[config.mk]
export PLATFORM = sky130hd
export DESIGN_NAME = adc_scan_sequencer_flat
export DESIGN_NICKNAME = d
export VERILOG_FILES = /design/src/rtl/adc_scan_pkg.sv /design/src/rtl/adc_scan_sequencer_if.sv /design/src/rtl/adc_scan_next_ch.sv /design/src/rtl/adc_scan_sequencer.sv /design/src/flat_wrapper.sv
export SDC_FILE = /design/constraint.sdc
export NUM_CORES = 1
export LEC_CHECK = 0
export ABC_AREA = 1
export CAP_MARGIN = 20
export CORE_ASPECT_RATIO = 1.1
export CORE_UTILIZATION = 56
export DETAILED_ROUTE_END_ITERATION = 12
export PLACE_DENSITY = 0.77
export SETUP_SLACK_MARGIN = 0.15
export SYNTH_ARGS = -nofsm -noshare
export SYNTH_HDL_FRONTEND = slang
export SYNTH_SLANG_ARGS = --single-unit
export TNS_END_PERCENT = 10
[constraint.sdc]
create_clock -name clk -period 2.75 [get_ports clk]
set_clock_uncertainty 0.15 [all_clocks]
set_input_delay 0.55 -clock clk [delete_from_list [all_inputs] [get_ports clk]]
set_output_delay 0.55 -clock clk [all_outputs]
set_load 0.05 [all_outputs]
[src/rtl/adc_scan_pkg.sv]
// Shared constants and state encoding for the ADC scan sequencer.
package adc_scan_pkg;

  localparam int NumChannels  = 8;
  localparam int ChWidth      = 3;
  localparam int AdcDataWidth = 12;

  typedef enum logic [1:0] {
    IDLE  = 2'd0,
    RUN   = 2'd1,
    DRAIN = 2'd2,
    HALT  = 2'd3
  } scan_state_e;

endpackage

[src/rtl/adc_scan_sequencer_if.sv]
// Bus between the scan sequencer (master) and the ADC128S022 SPI driver (slave).
interface adc_scan_sequencer_if;
  import adc_scan_pkg::*;

  logic                    adc_start;
  logic                    adc_stop;
  logic                    adc_done;
  logic [AdcDataWidth-1:0] adc_data;
  logic [ChWidth-1:0]      adc_addr;

  modport master (
    output adc_start,
    output adc_stop,
    output adc_addr,
    input  adc_done,
    input  adc_data
  );

  modport slave (
    input  adc_start,
    input  adc_stop,
    input  adc_addr,
    output adc_done,
    output adc_data
  );

endinterface

[src/rtl/adc_scan_next_ch.sv]
// Channel-mask search: next enabled channel above cur_ch (wrapping to the
// lowest), plus the lowest and highest enabled channels of the mask.
// With only cur_ch enabled, next_ch wraps back onto cur_ch.
module adc_scan_next_ch
  import adc_scan_pkg::*;
(
  input  logic [NumChannels-1:0] mask,
  input  logic [ChWidth-1:0]     cur_ch,
  output logic [ChWidth-1:0]     next_ch,
  output logic [ChWidth-1:0]     lowest_ch,
  output logic [ChWidth-1:0]     highest_ch
);

  logic [ChWidth-1:0] idx_s;
  logic               found_s;

  // Walk upward from cur_ch+1 around to cur_ch itself; first set bit wins.
  always_comb begin
    next_ch = cur_ch;
    found_s = 1'b0;
    idx_s   = cur_ch;
    for (int i = 1; i <= NumChannels; i++) begin
      idx_s   = cur_ch + ChWidth'(i);
      next_ch = (!found_s && mask[idx_s]) ? idx_s : next_ch;
      found_s = found_s | mask[idx_s];
    end
  end

  // Lowest and highest set bits; both read 0 for an empty mask.
  always_comb begin
    lowest_ch  = '0;
    highest_ch = '0;
    for (int i = NumChannels - 1; i >= 0; i--) begin
      lowest_ch = mask[i] ? ChWidth'(i) : lowest_ch;
    end
    for (int i = 0; i < NumChannels; i++) begin
      highest_ch = mask[i] ? ChWidth'(i) : highest_ch;
    end
  end

endmodule

[src/rtl/adc_scan_sequencer.sv]
// Scans the enabled ADC128S022 channels in ascending order through the SPI
// driver, averaging 2^AvgLog2 conversions per channel. The device returns
// the conversion for the address sent one frame earlier, so each frame's
// address is parked in pend_ch and its data is credited on the next frame.
module adc_scan_sequencer
  import adc_scan_pkg::*;
#(
  parameter int AvgLog2 = 2
) (
  input  logic                    clk,
  input  logic                    rst_n,
  input  logic                    scan_start,
  input  logic                    scan_stop,
  input  logic                    continuous,
  input  logic [NumChannels-1:0]  ch_enable,
  adc_scan_sequencer_if.master    adc,
  output logic                    result_valid,
  output logic [ChWidth-1:0]      result_ch,
  output logic [AdcDataWidth-1:0] result_data,
  output logic                    scan_done,
  output logic                    busy
);

  localparam int NumReps = 1 << AvgLog2;
  localparam int RepW    = (AvgLog2 > 0) ? AvgLog2 : 1;
  localparam int AccW    = AdcDataWidth + AvgLog2;
  localparam logic [RepW-1:0] RepLast = RepW'(NumReps - 1);

  scan_state_e            state_r;
  logic [NumChannels-1:0] mask_r;
  logic                   cont_r;
  logic [ChWidth-1:0]     issue_ch_r;
  logic [RepW-1:0]        rep_cnt_r;
  logic [RepW-1:0]        samp_cnt_r;
  logic [AccW-1:0]        acc_r;
  logic [ChWidth-1:0]     pend_ch_r;
  logic                   pend_valid_r;

  logic [NumChannels-1:0] search_mask_s;
  logic [ChWidth-1:0]     next_ch_s;
  logic [ChWidth-1:0]     lowest_ch_s;
  logic [ChWidth-1:0]     highest_ch_s;
  logic [AccW-1:0]        acc_sum_s;
  logic                   samp_last_s;
  logic                   rep_last_s;
  logic                   last_issue_s;

  // In IDLE the search looks at the incoming mask (to find the first channel);
  // otherwise it works on the latched mask.
  assign search_mask_s = (state_r == IDLE) ? ch_enable : mask_r;

  adc_scan_next_ch u_next_ch (
    .mask       (search_mask_s),
    .cur_ch     (issue_ch_r),
    .next_ch    (next_ch_s),
    .lowest_ch  (lowest_ch_s),
    .highest_ch (highest_ch_s)
  );

  assign acc_sum_s   = acc_r + AccW'(adc.adc_data);
  assign samp_last_s = (samp_cnt_r == RepLast);
  assign rep_last_s  = (rep_cnt_r == RepLast);
  // The address now on the bus is the final real one of a single-shot pass.
  assign last_issue_s = !cont_r && rep_last_s && (issue_ch_r == highest_ch_s);

  // Scan FSM with all outputs registered.
  always_ff @(posedge clk or negedge rst_n) begin
    if (!rst_n) begin
      state_r       <= IDLE;
      mask_r        <= '0;
      cont_r        <= 1'b0;
      issue_ch_r    <= '0;
      rep_cnt_r     <= '0;
      samp_cnt_r    <= '0;
      acc_r         <= '0;
      pend_ch_r     <= '0;
      pend_valid_r  <= 1'b0;
      adc.adc_start <= 1'b0;
      adc.adc_stop  <= 1'b0;
      adc.adc_addr  <= '0;
      result_valid  <= 1'b0;
      result_ch     <= '0;
      result_data   <= '0;
      scan_done     <= 1'b0;
      busy          <= 1'b0;
    end else begin
      adc.adc_start <= 1'b0;
      adc.adc_stop  <= 1'b0;
      result_valid  <= 1'b0;
      scan_done     <= 1'b0;
      case (state_r)
        IDLE: begin
          if (scan_start && (ch_enable != '0)) begin
            mask_r        <= ch_enable;
            cont_r        <= continuous;
            issue_ch_r    <= lowest_ch_s;
            rep_cnt_r     <= '0;
            samp_cnt_r    <= '0;
            acc_r         <= '0;
            pend_valid_r  <= 1'b0;
            adc.adc_addr  <= lowest_ch_s;
            adc.adc_start <= 1'b1;
            busy          <= 1'b1;
            state_r       <= RUN;
          end
        end
        RUN, DRAIN: begin
          if (scan_stop) begin
            // Abort wins over a coincident frame; partial average is dropped.
            acc_r        <= '0;
            samp_cnt_r   <= '0;
            pend_valid_r <= 1'b0;
            state_r      <= HALT;
          end else if (adc.adc_done) begin
            // Credit this frame's data to the address sent one frame earlier.
            if (pend_valid_r) begin
              if (samp_last_s) begin
                result_valid <= 1'b1;
                result_ch    <= pend_ch_r;
                result_data  <= AdcDataWidth'(acc_sum_s >> AvgLog2);
                scan_done    <= (pend_ch_r == highest_ch_s);
                acc_r        <= '0;
                samp_cnt_r   <= '0;
              end else begin
                acc_r        <= acc_sum_s;
                samp_cnt_r   <= samp_cnt_r + RepW'(1);
              end
            end
            pend_ch_r    <= adc.adc_addr;
            pend_valid_r <= 1'b1;
            // Issue the next address; after the last real one only filler
            // frames remain and the address is held.
            if (state_r == DRAIN) begin
              state_r <= HALT;
            end else if (last_issue_s) begin
              state_r <= DRAIN;
            end else if (rep_last_s) begin
              rep_cnt_r    <= '0;
              issue_ch_r   <= next_ch_s;
              adc.adc_addr <= next_ch_s;
            end else begin
              rep_cnt_r    <= rep_cnt_r + RepW'(1);
            end
          end
        end
        HALT: begin
          adc.adc_stop <= 1'b1;
          busy         <= 1'b0;
          state_r      <= IDLE;
        end
        default: begin
          busy    <= 1'b0;
          state_r <= IDLE;
        end
      endcase
    end
  end

endmodule

[src/flat_wrapper.sv]
// flat-port wrapper written by rule: the top's interface ports become plain ports
module adc_scan_sequencer_flat import adc_scan_pkg::*;
#(
  parameter int AvgLog2 = 2
)
  (clk, rst_n, scan_start, scan_stop, continuous, ch_enable, result_valid, result_ch, result_data, scan_done, busy, adc_adc_start, adc_adc_stop, adc_adc_addr, adc_adc_done, adc_adc_data);
  adc_scan_sequencer_if adc_i ();
  input  logic clk;
  input  logic rst_n;
  input  logic scan_start;
  input  logic scan_stop;
  input  logic continuous;
  input  logic [NumChannels-1:0] ch_enable;
  output logic result_valid;
  output logic [ChWidth-1:0] result_ch;
  output logic [AdcDataWidth-1:0] result_data;
  output logic scan_done;
  output logic busy;
  output wire logic [$bits(adc_i.adc_start)-1:0] adc_adc_start;
  output wire logic [$bits(adc_i.adc_stop)-1:0] adc_adc_stop;
  output wire logic [$bits(adc_i.adc_addr)-1:0] adc_adc_addr;
  input wire logic [$bits(adc_i.adc_done)-1:0] adc_adc_done;
  input wire logic [$bits(adc_i.adc_data)-1:0] adc_adc_data;
  assign adc_adc_start = adc_i.adc_start;
  assign adc_adc_stop = adc_i.adc_stop;
  assign adc_adc_addr = adc_i.adc_addr;
  assign adc_i.adc_done = adc_adc_done;
  assign adc_i.adc_data = adc_adc_data;
  adc_scan_sequencer #(.AvgLog2(AvgLog2)) u_core (.clk(clk), .rst_n(rst_n), .scan_start(scan_start), .scan_stop(scan_stop), .continuous(continuous), .ch_enable(ch_enable), .adc(adc_i), .result_valid(result_valid), .result_ch(result_ch), .result_data(result_data), .scan_done(scan_done), .busy(busy));
endmodule
* After elaboration in Yosys (flattened, before gate mapping)
Index checks and enable logic that the tools add are counted.
** Word-level totals
- Register bits after elaboration :: 56
- Input port bits :: 26
- Output and inout bits :: 23
** Operators by class
- $add $sub $neg :: 10
- $lt $le $gt $ge :: 8
- Eq/ne operators :: 18
- Multiplexer cells :: 90
- Bitwise logic cells :: 7
- Reductions and logical operators :: 32
** Operators by type and width (number)
- 2-to-1 mux 3 bit :: 26
- 2-to-1 mux 14 bit :: 5
- 2-to-1 mux 2 bit :: 17
- less-than comparator 3 x 4 -> 1 bit (second input constant) :: 8
- case mux 14 bit (2 select lines) :: 1
- 2-to-1 mux 1 bit :: 26
- binary-select mux 1 bit (select 3 bit) :: 8
- adder 14 x 12 -> 14 bit :: 1
- != test 13 bit (second input constant) :: 1
- adder 3 bit (second input constant) :: 4
- logical AND 1 bit :: 10
- != test 2 bit (second input constant) :: 5
- AND reduction 3 bit :: 3
- AND reduction 9 bit :: 1
- equality test 2 bit (second input constant) :: 4
- zero test 1 bit :: 8
- 2-to-1 mux 8 bit :: 1
- case mux 2 bit (2 select lines) :: 2
- nonzero test 8 bit :: 1
- != test 7 bit (second input constant) :: 1
- adder 3 x 2 -> 3 bit (second input constant) :: 2
- equality test 3 bit :: 2
- OR 1 bit :: 6
- case mux 2 bit (3 select lines) :: 1
- 17 further kinds :: 21

* Logic depth before layout (Yosys ltp)
- Depth after elaboration :: 19
- Mapped depth :: 23
- Gate-level depth less buffers :: 22

* Cells and area by module
From an unflattened synthesis, not the netlist that was laid out.
** Unflattened totals
- Cells, all modules :: 603
- Area total of the unflattened synthesis :: 4164.0 um^2
** By module, submodules not included
- adc_scan_sequencer :: times used 1, cells each 448, area each 3305.7 um^2, seq. area each 1401.3 um^2
- adc_scan_next_ch :: times used 1, cells each 155, area each 858.3 um^2, seq. area each 0.0 um^2

* Worst setup path before layout
Ideal clock, no wire load.
- Kind :: register to register
- Start :: reg u_core.adc.adc_addr[1] (netlist name)
- End :: reg u_core.adc.adc_addr[1]
- Setup time :: 116 ps
- Arrival :: 2480 ps
- Setup slack :: 3 ps
- Stages on the path, launching flop included :: 17
- Period minus slack after synthesis :: 2747 ps
- Cells stage by stage :: dfrtp_1 > buf_2 > inv_2 > ha_1 > inv_1 > nand3_1 > nand3_1 > nand2_2 > nand4_4 > nor2_4 > nand2_2 > nor2_2 > nor2_4 > o21ai_2 > inv_2 > nand2_1 > nand2_1
** RTL lines
- to (signal assigned) :: RTL line adc_scan_sequencer.sv:101 : adc.adc_addr <= lowest_ch_s;
- to (signal assigned) :: RTL line adc_scan_sequencer.sv:140 : adc.adc_addr <= next_ch_s;
- to (decl) :: RTL line adc_scan_sequencer_if.sv:14 : output adc_addr,

* Worst setup path after layout
- Start :: in adc_adc_data[0]
- End :: reg u_core.acc_r[12]
** On the way
- Word-level cells in the longest chain between the ends :: 6
** RTL lines
- from (decl) :: RTL line flat_wrapper.sv:23 : input wire logic [$bits(adc_i.adc_data)-1:0] adc_adc_data;
- adder 14 x 12 -> 14 bit :: RTL line adc_scan_sequencer.sv:60 : assign acc_sum_s = acc_r + AccW'(adc.adc_data);
- 2-to-1 mux 14 bit :: RTL line adc_scan_sequencer.sv:117 : if (samp_last_s) begin
- 2-to-1 mux 14 bit :: RTL line adc_scan_sequencer.sv:116 : if (pend_valid_r) begin
- 2-to-1 mux 14 bit :: RTL line adc_scan_sequencer.sv:114 : end else if (adc.adc_done) begin
- 2-to-1 mux 14 bit :: RTL line adc_scan_sequencer.sv:108 : if (scan_stop) begin
- case mux 14 bit (2 select lines) :: RTL line adc_scan_sequencer.sv:91 : case (state_r)
- to (signal assigned) :: RTL line adc_scan_sequencer.sv:125 : acc_r <= acc_sum_s;
- to (decl) :: RTL line adc_scan_sequencer.sv:35 : logic [AccW-1:0] acc_r;
Every way passes these cells. The select of a mux whose other input is x is not followed.
A chain may end at the register's enable or synchronous reset.

==> results by group <==
Setup path
  – CP Data Arrival Time: ~2.6 ns
  – CP delay by family, top: adder cells
  – Req. time, crit path: roughly 2.8 ns
  – CP most frequent cell: nand2_1
  – Kind of critical path: primary input to flop
  – Largest stage delay, worst path: approximately 0.41 ns
  – CP bufs+invs: 1
  – Slowest CP cell: clkdlybuf4s50_1
  – Max FO, Critical Path: 2
  – Critical Path Start Type: primary input
  – Crit. End Element: flop
  – Worst-path cell chain: clkdlybuf4s50_1, ha_2, fa_2, nand3_1, nand2_1, nand2_1, nand2_2, a21oi_2, o21bai_1, a21oi_1, o21ai_1, xor2_1, nand2_1, o21ai_0

STA
  – WHS: between 0.004 and 0.005 ns
  – RSZ-0062 raised after global routing: yes
  – Endpoints failing hold: 0
  – Fin. max-slew vios: 0
  – Slew of the pin with the lowest slew margin: about 0.51 ns
  – Final Cycle Share: 0.927
  – Max Clk Rate: 392 MHz
  – Crit path time final: 2.55 ns
  – Max-slew headroom: 0.662
  – Final setup vio count: 0

Detailed routing
  – Pre-Repair DR Iteration Count: 4
  – Vias: approximately 3600
  – Post-route ant nets: 0
  – DR WL/cell: around 15 microns
  – 1st-iter DRT viols: just under 200
  – Total routed wirelength: slightly below 10000 microns
  – # DRC: 0
  – Avg Vias per Cell: between 5 and 6

Floorplanning
  – Site Rows: 30
  – Die X: 79.7 microns
  – Initial Util: 0.590
  – Die area: ~7000 sq um
  – Die height: between 80 and 90 microns
  – IO Count: 49
  – Core Box Area: between 6000 and 7000 sq um

Pwr
  – P_int: between 3 and 4 mW
  – Combinational power share: 0.728
  – P per Cell Area: ~1400 nW/um^2
  – Sw frac: 0.515
  – Reg power frac: 0.193
  – Switching power total: around 3.6 mW
  – Clk pwr share: 0.079
  – Leak pwr: about 2.5 nW
  – Peak supply drop: approximately 1.2 mV

CTS
  – Worst-path clk slew: 0.10 ns
  – H-tree levels: 2
  – Post-CTS Hold Buffers: 0
  – Max clock buf depth: 2
  – TritonCTS Buffers: 5
  – CTS sink cnt: 56
  – Clk_lat worst skew: a little over 0.3 ns
  – CTS tree: done
  – CTS root buf: clkbuf_8

Logic synthesis
  – Post-synth EDFFs: 0
  – Prevailing post-synth register cell: dfrtp_1
  – Synth unique cells: 48
  – Seq cells post-synth: 56
  – Net count after synthesis: between 500 and 600
  – Yosys Warn Count: 0
  – Post-synth ARST share: 1.00
  – Seq/Total Area, Yosys: 0.377
  – Synthesized cell area: 3720 sq um
  – Synth Area per Inst: 7.67 sq um
  – Post-synthesis cell count: roughly 490

Finish
  – Fraction of layout cells with a size suffix above 1: 0.263
  – Commonest non-fill, non-tap cell in the layout: nand2_1
  – Nets@finish: about 620
  – Final Cell Area: just over 5000 sq um
  – Commonest non-fill, non-tap cells in the layout: 115 x nand2_1, 54 x dfrtp_1, 45 x clkdlybuf4s50_1, 42 x buf_4, 36 x nand3_1
  – Layout Area Growth over Synthesis: 35.1%
  – Antenna Cells: 0

Place
  – Port Buffers: 48
  – DP HPWL: 7180 microns
  – GPL Wtd Cong: between 0.9 and 1
  – Placed cell areas: ~4500 sq um

Global routing
  – Vias in the first global route: 3499
  – Pin count of the biggest net entering global routing: 27
  – GRT Util Overall: 0.291
  – First-pass GRT wire length: around 16000 microns
  – Remaining Overflow, GRT: 0
  – Initial antenna violation count: 0

Min path
  – HP Class: primary input to async pin

Job
  – Max Cap Violations: 0

Status
  – Status: completed
==> final timing paths <==
| check | from | to | slack [ns] | depth (start not counted) |
|---|---|---|---|---|
| setup / recovery | adc_adc_data[0] | u_core.acc_r[12] | 0.20 | 14 |
| hold / removal | rst_n | u_core.result_data[3] | 0.005 | 1 |
| setup reg to reg | u_core.state_r[0] | u_core.adc.adc_addr[1] | 0.21 | 18 |
| hold reg to reg | u_core.acc_r[4] | u_core.acc_r[4] | 0.35 | 2 |
| max in group asynchronous | rst_n | u_core.adc.adc_addr[1] | 1.79 | 2 |
| min in group clk | u_core.acc_r[4] | u_core.acc_r[4] | 0.35 | 2 |
==> worst reg2reg max path, cell delays in order, from the launching register on <==
cell and delay [ns]:
dfrtp_1 0.44, inv_2 0.10, ha_4 0.14, buf_12 0.14
clkinv_16 0.09, nand2_2 0.09, nand3_1 0.12, nand3_1 0.15
nand3_1 0.11, nand2_2 0.12, nand4_4 0.12, nor2_4 0.21
nand2_2 0.10, nor2_4 0.12, nor2_4 0.06, o21ai_2 0.07
inv_2 0.04, nand2_1 0.05, nand2_1 0.04
==> layout make-up <==
| class | count | area [sq um] |
|---|---|---|
| multi-input cells | 376 | 2360 |
| flip-flops and latches | 56 | 1400 |
| fillers | 449 | 1280 |
| repair buffers | 93 | 856 |
| inverters | 44 | 194 |
| well taps | 80 | 100 |
| clock buffers | 6 | 72.6 |
| clock inverters | 2 | 35.0 |
==> registers in the layout (all words and copies together) (netlist names) <==
signal	count
u_core.acc_r	14
u_core.adc.adc_addr	3
u_core.adc.adc_start	1
u_core.adc.adc_stop	1
u_core.busy	1
u_core.cont_r	1
u_core.mask_r	8
u_core.pend_ch_r	3
u_core.pend_valid_r	1
u_core.rep_cnt_r	2
u_core.result_ch	3
u_core.result_data	12
u_core.result_valid	1
u_core.samp_cnt_r	2
u_core.scan_done	1
u_core.state_r	2
==> per-layer routing <==
layer / share of wire / track usage / vias to the layer above / wire, microns
met2: 0.51 / 0.530 / 102 / 5040
met3: 0.039 / 0.0325 / 33 / 380
met4: 0.036 / 0.114 / 0 / 355
li1: - / - / 1780 / -
met5: 0 / 0 / - / 0
met1: 0.41 / 0.347 / 1731 / 4070
==> cells by family (layout without fill, tap and decap cells) <==
logic type	after synthesis	after routing	share of synthesized area
AOI/OAI and AO/OA	78	78	0.120
xor gates and xnor gates	16	16	0.0397
adders and majority gates	20	20	0.0693
buffers and inverters	53	145	0.0609
DFF	56	56	0.377
muxes	3	3	0.00908
and+or+nand+nor	259	259	0.324
==> power by group through the flow <==
stage               registers, mW  clock network, mW  logic [mW]
floorplan                    1.41                  0        2.94
global placement             1.30                  0        4.14
detailed placement           1.31                  0        4.27
CTS                          1.30              0.548        4.30
global route                 1.36              0.586        5.57
finish                       1.33              0.546        5.02
==> what timing repair did <==
item                                    CTS  global route
resized for setup                         3            68
endpoints found under the setup margin    8            15
buffers inserted                          0            10
pin swaps                                 0            19
==> per-stage QoR <==
step           setup slack, ns  power (mW)  cells   util  TNS (ns)
2_1_floorplan            0.151        4.36    485      -         0
3_3_place_gp            -0.196        5.44    639  0.719    -0.788
3_5_place_dp            -0.255        5.58    639  0.719     -1.46
4_1_cts                  0.141        6.15    647  0.737         0
5_1_grt                 0.0345        7.52    657  0.797         0
6_report                 0.200        6.90    657  0.797         0
==> cell usage after synthesis, types with 3 or more instances <==
| cell | instances | share of area |
|---|---|---|
| ha_1 | 19 | 0.064 |
| a22o_1 | 3 | 0.0071 |
| nand2_1 | 127 | 0.13 |
| a21oi_1 | 30 | 0.040 |
| dfrtp_1 | 56 | 0.38 |
| nand4_1 | 3 | 0.0050 |
| o21ai_0 | 29 | 0.039 |
| buf_2 | 4 | 0.0054 |
| nand2_2 | 18 | 0.030 |
| nand3_1 | 52 | 0.070 |
| nor2_4 | 5 | 0.015 |
| o21a_1 | 3 | 0.0061 |
| xor2_1 | 13 | 0.031 |
| nor3_1 | 4 | 0.0054 |
| inv_1 | 33 | 0.033 |
| nor2_2 | 3 | 0.0050 |
| mux2_2 | 3 | 0.0091 |
| inv_2 | 9 | 0.0091 |
| nor2_1 | 34 | 0.034 |
(Power assumes the default switching activity.)
